### config.mk
export PLATFORM = sky130hd
export DESIGN_NAME = fetch_buffer
export DESIGN_NICKNAME = d
export VERILOG_FILES = /design/src/rtl/fetch_buffer.sv
export SDC_FILE = /design/constraint.sdc
export NUM_CORES = 1
export LEC_CHECK = 0
export CAP_MARGIN = 20
export CORE_AREA = 2 2 133 135
export DETAILED_ROUTE_END_ITERATION = 8
export DIE_AREA = 0 0 135 137
export GPL_TIMING_DRIVEN = 0
export HOLD_SLACK_MARGIN = 0.06
export PLACE_DENSITY = 0.78
export SETUP_SLACK_MARGIN = 0.1
export SLEW_MARGIN = 0
export SYNTH_ARGS = -nofsm -noshare
export SYNTH_HDL_FRONTEND = slang
export SYNTH_SLANG_ARGS = --single-unit
### constraint.sdc
create_clock -name clk -period 2.1 [get_ports clk]
set_input_delay 0.315 -clock clk [delete_from_list [all_inputs] [get_ports clk]]
set_output_delay 0.315 -clock clk [all_outputs]
set_load 0.01 [all_outputs]
### src/rtl/fetch_buffer.sv
// Instruction prefetch queue between IF and ID: owns the fetch PC, buffers {pc, instr} entries.
// Optional combinational empty-queue bypass enabled by defining FETCH_BUFFER_BYPASS_EN.
module fetch_buffer #(
  parameter int          DEPTH   = 4,
  parameter logic [31:0] PC_MASK = 32'h0000007F
) (
  input  logic                     clk,
  input  logic                     reset,
  output logic [31:0]              imem_addr,
  input  logic [31:0]              imem_rdata,
  input  logic                     redirect,
  input  logic [31:0]              redirect_pc,
  input  logic                     id_stall,
  output logic                     id_valid,
  output logic [31:0]              id_instr,
  output logic [31:0]              id_pc,
  output logic [$clog2(DEPTH):0]   count
);

  localparam int AW = $clog2(DEPTH);
  localparam int CW = AW + 1;
  localparam logic [CW-1:0] FULL = CW'(DEPTH);

  logic [31:0]   r_fetch_pc;
  logic [AW-1:0] r_rd_ptr;
  logic [AW-1:0] r_wr_ptr;
  logic [CW-1:0] r_count;
  logic [31:0]   r_mem_pc    [DEPTH];
  logic [31:0]   r_mem_instr [DEPTH];

  logic          w_head_valid;
  logic          w_bypass;
  logic          w_pop;
  logic          w_fetch;
  logic          w_write;
  logic          w_pop_mem;
  logic [31:0]   w_fetch_pc_next;
  logic [31:0]   w_redirect_target;

  assign w_head_valid = (r_count != '0);

`ifdef FETCH_BUFFER_BYPASS_EN
  assign w_bypass = ~w_head_valid & ~redirect;
`else
  assign w_bypass = 1'b0;
`endif

  always_comb begin
    id_valid = w_head_valid;
    id_instr = 32'h0;
    id_pc    = 32'h0;
    if (w_head_valid) begin
      id_instr = r_mem_instr[r_rd_ptr];
      id_pc    = r_mem_pc[r_rd_ptr];
    end else if (w_bypass) begin
      id_valid = 1'b1;
      id_instr = imem_rdata;
      id_pc    = r_fetch_pc;
    end
  end

  // A bypassed word consumed by decode advances the PC but never touches storage.
  assign w_pop             = id_valid & ~id_stall & ~redirect;
  assign w_fetch           = ~redirect & ((r_count < FULL) | w_pop);
  assign w_write           = w_fetch & ~(w_bypass & w_pop);
  assign w_pop_mem         = w_pop & ~w_bypass;
  assign w_fetch_pc_next   = (r_fetch_pc + 32'd4) & PC_MASK;
  assign w_redirect_target = redirect_pc & PC_MASK & ~32'h3;

  assign imem_addr = r_fetch_pc;
  assign count     = r_count;

  always_ff @(posedge clk or posedge reset) begin
    if (reset) begin
      r_fetch_pc <= 32'h0;
      r_rd_ptr   <= '0;
      r_wr_ptr   <= '0;
      r_count    <= '0;
    end else if (redirect) begin
      r_fetch_pc <= w_redirect_target;
      r_rd_ptr   <= '0;
      r_wr_ptr   <= '0;
      r_count    <= '0;
    end else begin
      if (w_fetch)   r_fetch_pc <= w_fetch_pc_next;
      if (w_write)   r_wr_ptr   <= r_wr_ptr + AW'(1);
      if (w_pop_mem) r_rd_ptr   <= r_rd_ptr + AW'(1);
      r_count <= r_count + CW'(w_write) - CW'(w_pop_mem);
    end
  end

  // Storage carries no reset; head outputs are gated by occupancy instead.
  always_ff @(posedge clk) begin
    if (w_write) begin
      r_mem_pc[r_wr_ptr]    <= r_fetch_pc;
      r_mem_instr[r_wr_ptr] <= imem_rdata;
    end
  end

endmodule

* Yosys cells after proc, flatten, opt, wreduce, memory -nomap -nowiden
Memory sizes are Yosys's and may differ from the RTL's.
Index checks and enable logic that the tools add are counted.
** Storage, ports and cells
- Bits in registers :: 39
- Memory bits (writable) :: 256
- Output and inout port bits :: 100
- Logic and storage cells :: 33
- Memories kept :: 2
** Operators by class
- $add $sub $neg :: 5
- Magnitude comparators :: 1
- Multiplexer cells :: 12
- Bitwise logic cells :: 6
- Reductions and logical operators :: 3
** Memories
- r_mem_instr :: words 4, bits a word 32, rd ports 1, clocked after memory_dff 0, write ports 1, line 29 : logic [31:0] r_mem_instr [DEPTH];
- r_mem_pc :: words 4, bits a word 32, rd ports 1, clocked after memory_dff 0, write ports 1, line 28 : logic [31:0] r_mem_pc [DEPTH];
** Operators by type and width (number)
- $mux 32 :: 4
- $mux 2 :: 4
- $add 7x3->7 const B :: 1
- $add 2x1->2 const B :: 2
- $reduce_bool 2->1 :: 2
- $add 3x1->3 :: 1
- $and 1x1->1 :: 3
- $lt 3x3->1 const B :: 1
- $mux 1 :: 3
- $mux 3 :: 1
- $reduce_bool 3->1 :: 1
- $sub 3x1->3 :: 1
- $not 1->1 :: 2
- $or 1x1->1 :: 1

* Logic depth before layout (Yosys ltp)
- Depth in word-level cells :: 9
- Depth in mapped cells :: 11

* Least setup slack after synthesis
Ideal clock, no wire load.
- Path type :: flip-flop to flip-flop
- From :: register r_count[2], in the netlist count[2]
- To :: register r_count[2], in the netlist count[2]
- Arrival :: 2232 ps
- Required time :: 1968 ps
- Slack :: -264 ps
- Stages on the path, launching flop included :: 12
- Path buffers :: 2
- Clock period less this slack :: 2364 ps
- Cells stage by stage :: dfrtp_1 > buf_2 > nor3_4 > clkbuf_1 > nor3_1 > ha_1 > inv_1 > ha_1 > inv_1 > fa_1 > xnor2_1 > nor2_1
** Between the ends
- Word-level cells in the longest chain between the ends :: 9
- Elaborated cells between the ends (all ways) :: 10
- Classes of those cells :: add/sub (2); order compare (1); mux (2); bitwise (4); reduce/logical (1)
** RTL lines
- start, declared :: line 27 : logic [CW-1:0] r_count;
- start signal, assigned :: line 88 : r_count <= r_count + CW'(w_write) - CW'(w_pop_mem);
- $reduce_bool 3->1 :: line 40 : assign w_head_valid = (r_count != '0);
- $mux 1 :: line 52 : if (w_head_valid) begin
- $and 1x1->1 (2 in a row) :: line 63 : assign w_pop = id_valid & ~id_stall & ~redirect;
- $or 1x1->1 :: line 64 : assign w_fetch = ~redirect & ((r_count < FULL) | w_pop);
- $and 1x1->1 :: line 64
- $add 3x1->3 :: line 88
- $sub 3x1->3 (*) :: line 88
- $mux 3 (*) :: line 79 : end else if (redirect) begin
Mark *: on every way between the ends. The rest lies on a longest branch, timed or not.
A chain may end at the register's enable or synchronous reset.

* Worst setup path in the final report
- From :: register r_rd_ptr[0]
- To :: output id_instr[27]
** Between the ends
- Word-level cells in the longest chain between the ends :: 2
** RTL lines
- start, declared :: line 25 : logic [AW-1:0] r_rd_ptr;
- start signal, assigned :: line 87 : if (w_pop_mem) r_rd_ptr <= r_rd_ptr + AW'(1);
- $mem_v2 4x32
- $mux 32 :: line 52
- end, declared :: line 15 : output logic [31:0] id_instr,
Every way passes these cells.

==> results.cfg <==
[clocking]
cts_hold_buffers = 0
root_buffer = clkbuf_16
insertion_delay_ns = 0.41
cts_tree = yes
htreeDepth = 4
cts_max_path_buffers = 2
clk_pin_slew_ns = 0.06
cts_num_sinks = 160
cts_made_buffers = 17

[yosys]
yosysWarnings = 0
synth_flop_cell = edfxtp_1
yosysTopAreaCell = edfxtp_1
synth_edf_count = 148
postSynthAreaPerCell_um2 = 18.4
synth.area.top_cells = edfxtp_1, mux4_2, buf_4
synth_seq_area_share = 0.704
ys_ff_latch = 160
synth.top_cell.area_share = 0.659
ys_types = 33
syn_area_um2 = 6740
synthArstFlopShare = 0.0750
syn_inst = 366

[layout]
diodes = 0
drive_above_1_share = 0.402
final_common_cell = edfxtp_1
final_cell_mix = edfxtp_1, buf_4, conb_1, clkdlybuf4s50_1, mux4_2
n_fill_cell = 1348
syn_to_final_growth_pct = 33.4
num-nets-final = 618
finalNonFillerCells = 780
utilization = 0.527

[timing]
finalSetupViolCount = 38
worst_slack_ns = -0.132
hold_viol = 0
fin_setup_tns_ns = -3.35
worstMarginPinSlew_ns = 0.605
clock.fmax_mhz = 448
rsz0062_at_grt = true
skew_ns = 0.00756
period_share = 1.06
slew_headroom = 0.597
maxSlewViolCount = 0
finalCriticalPeriod_ns = 2.23

[placement]
port_buffers = 85
gp_congestion = 0.756
placed_cells = 729
hpwl_um = 7550

[floorplan]
die_width_um = 135
pin_count = 168
die_area_um2 = 18500
core_area_um2 = 17100
initial_core_util = 0.395
die_h_um = 137
row_count = 48

[setup_path]
worstPathMaxFanout = 8
worstPathRequired_ns = 1.78
worst_ep_arrival_time_ns = 1.92
cp-start-kind = flip-flop
critPathKind = flip-flop to output port
critPathCaptureType = output port
ff2ff_path_depth = 11

[worst_hold_path]
hold_path_class = input pin to async pin

[run]
drv_cap = 0

[routing]
vias = 3544
drc = 0
ant_nets = 0
routed_wl_um = 12900
post_drt_via_cell_ratio = 4.54
wl_per_cell_um = 16.5
drt_iter0_markers = 168
dr.pass1.iters = 4

[global_route]
grt_first_pass_wirelength_um = 19000
first_global_vias = 3571
grt_overflow_total = 0
grt_start_max_net_pins = 38
antenna_found_initial = 0
grt_use_total = 0.138

[pwr]
power.leakage_nw = 3.42
report.power.total_mw = 10.5
peakVddDrop_mv = 0.795
pwr_density_cell_nw_per_um2 = 1170

[outcome]
violations = negative setup slack
outcome = finished with violations
cells by family after synthesis:
family | Yosys count | share of synthesized area
flops | 160 | 0.704
mux | 38 | 0.125
simple gates | 61 | 0.0553
buf+inv | 79 | 0.0800
other cells | 1 | 0.000556
fa+ha+maj | 8 | 0.0160
xor+xnor | 5 | 0.00650
compound gates | 14 | 0.0128
metal layers:
| metal | global-route usage | vias up | share of wire |
|---|---|---|---|
| met5 | 0 | - | 0 |
| met4 | 0.0492 | 0 | 0.012 |
| met3 | 0.0381 | 12 | 0.071 |
| met2 | 0.240 | 150 | 0.51 |
| met1 | 0.167 | 1739 | 0.40 |
| li1 | - | 1643 | - |
synthesized netlist by cell type, types with 3 or more instances:
master / number
a21oi_1: 4
and2_1: 4
buf_2: 5
buf_4: 55
buf_6: 4
clkbuf_1: 7
dfrtp_1: 12
edfxtp_1: 148
ha_1: 7
inv_1: 8
mux4_2: 37
nand2_1: 5
nor2_1: 3
nor2b_1: 39
o21ai_0: 3
xnor2_1: 4
stage by stage:
step / setup slack, ns / hold slack, ns / cell area [µm²]
global route: -0.196 / 0.271 / 9000
CTS: -0.216 / 0.233 / 8680
detailed placement: -0.762 / 0.559 / 8100
floorplan: -0.0259 / 0.180 / 6970
finish: -0.132 / 0.233 / 9000
global placement: -0.686 / 0.553 / 8100
flip-flops by register name, indices dropped and copies added (netlist names):
register and cells:
count 3, r_wr_ptr 2, r_mem_pc 20, r_mem_instr 128, r_rd_ptr 2, imem_addr 5
worst max-delay path, stage by stage (launching register included):
cell	delay [ns]
dfrtp_1	0.37
buf_12	0.18
buf_12	0.14
buf_6	0.09
mux4_2	0.47
nor2b_4	0.14
buf_6	0.11
repair_timing:
item | CTS | global route
endpoints found under the setup margin | 189 | 40
resized for setup | 171 | 55
setup buffers | 8 | 7
gates cloned | 0 | 4
pin swaps | 6 | 5
layout make-up:
cell class,instances,area [µm²],area share
Multi-Input combinational cell,180,1800,0.200
Tap cell,225,282,0.0313
Timing Repair Buffer,104,958,0.107
Sequential cell,160,4750,0.528
Buffer,71,597,0.0663
Clock inverter,14,156,0.0174
Clock buffer,18,429,0.0477
Inverter,8,30.0,0.00334
path summary, 6_finish.rpt:
kind                         startpoint             end  slack, ns
max reg2reg                    count[2]        count[2]          0
max                         r_rd_ptr[0]    id_instr[27]      -0.13
min                               reset        count[2]       0.23
min reg2reg                imem_addr[6]  r_mem_pc[0][6]       0.58
max in group asynchronous         reset        count[1]       1.50
min in group clk               id_stall     r_wr_ptr[1]       0.28
power breakdown:
group / switching (mW) / total [mW] / internal, mW
clock: 1.24 / 3.01 / 1.77
sequential: 0.147 / 4.06 / 3.91
combinational: 1.62 / 3.46 / 1.84
total: 3.00 / 10.5 / 7.52
Power figures use the tool's default switching activity.
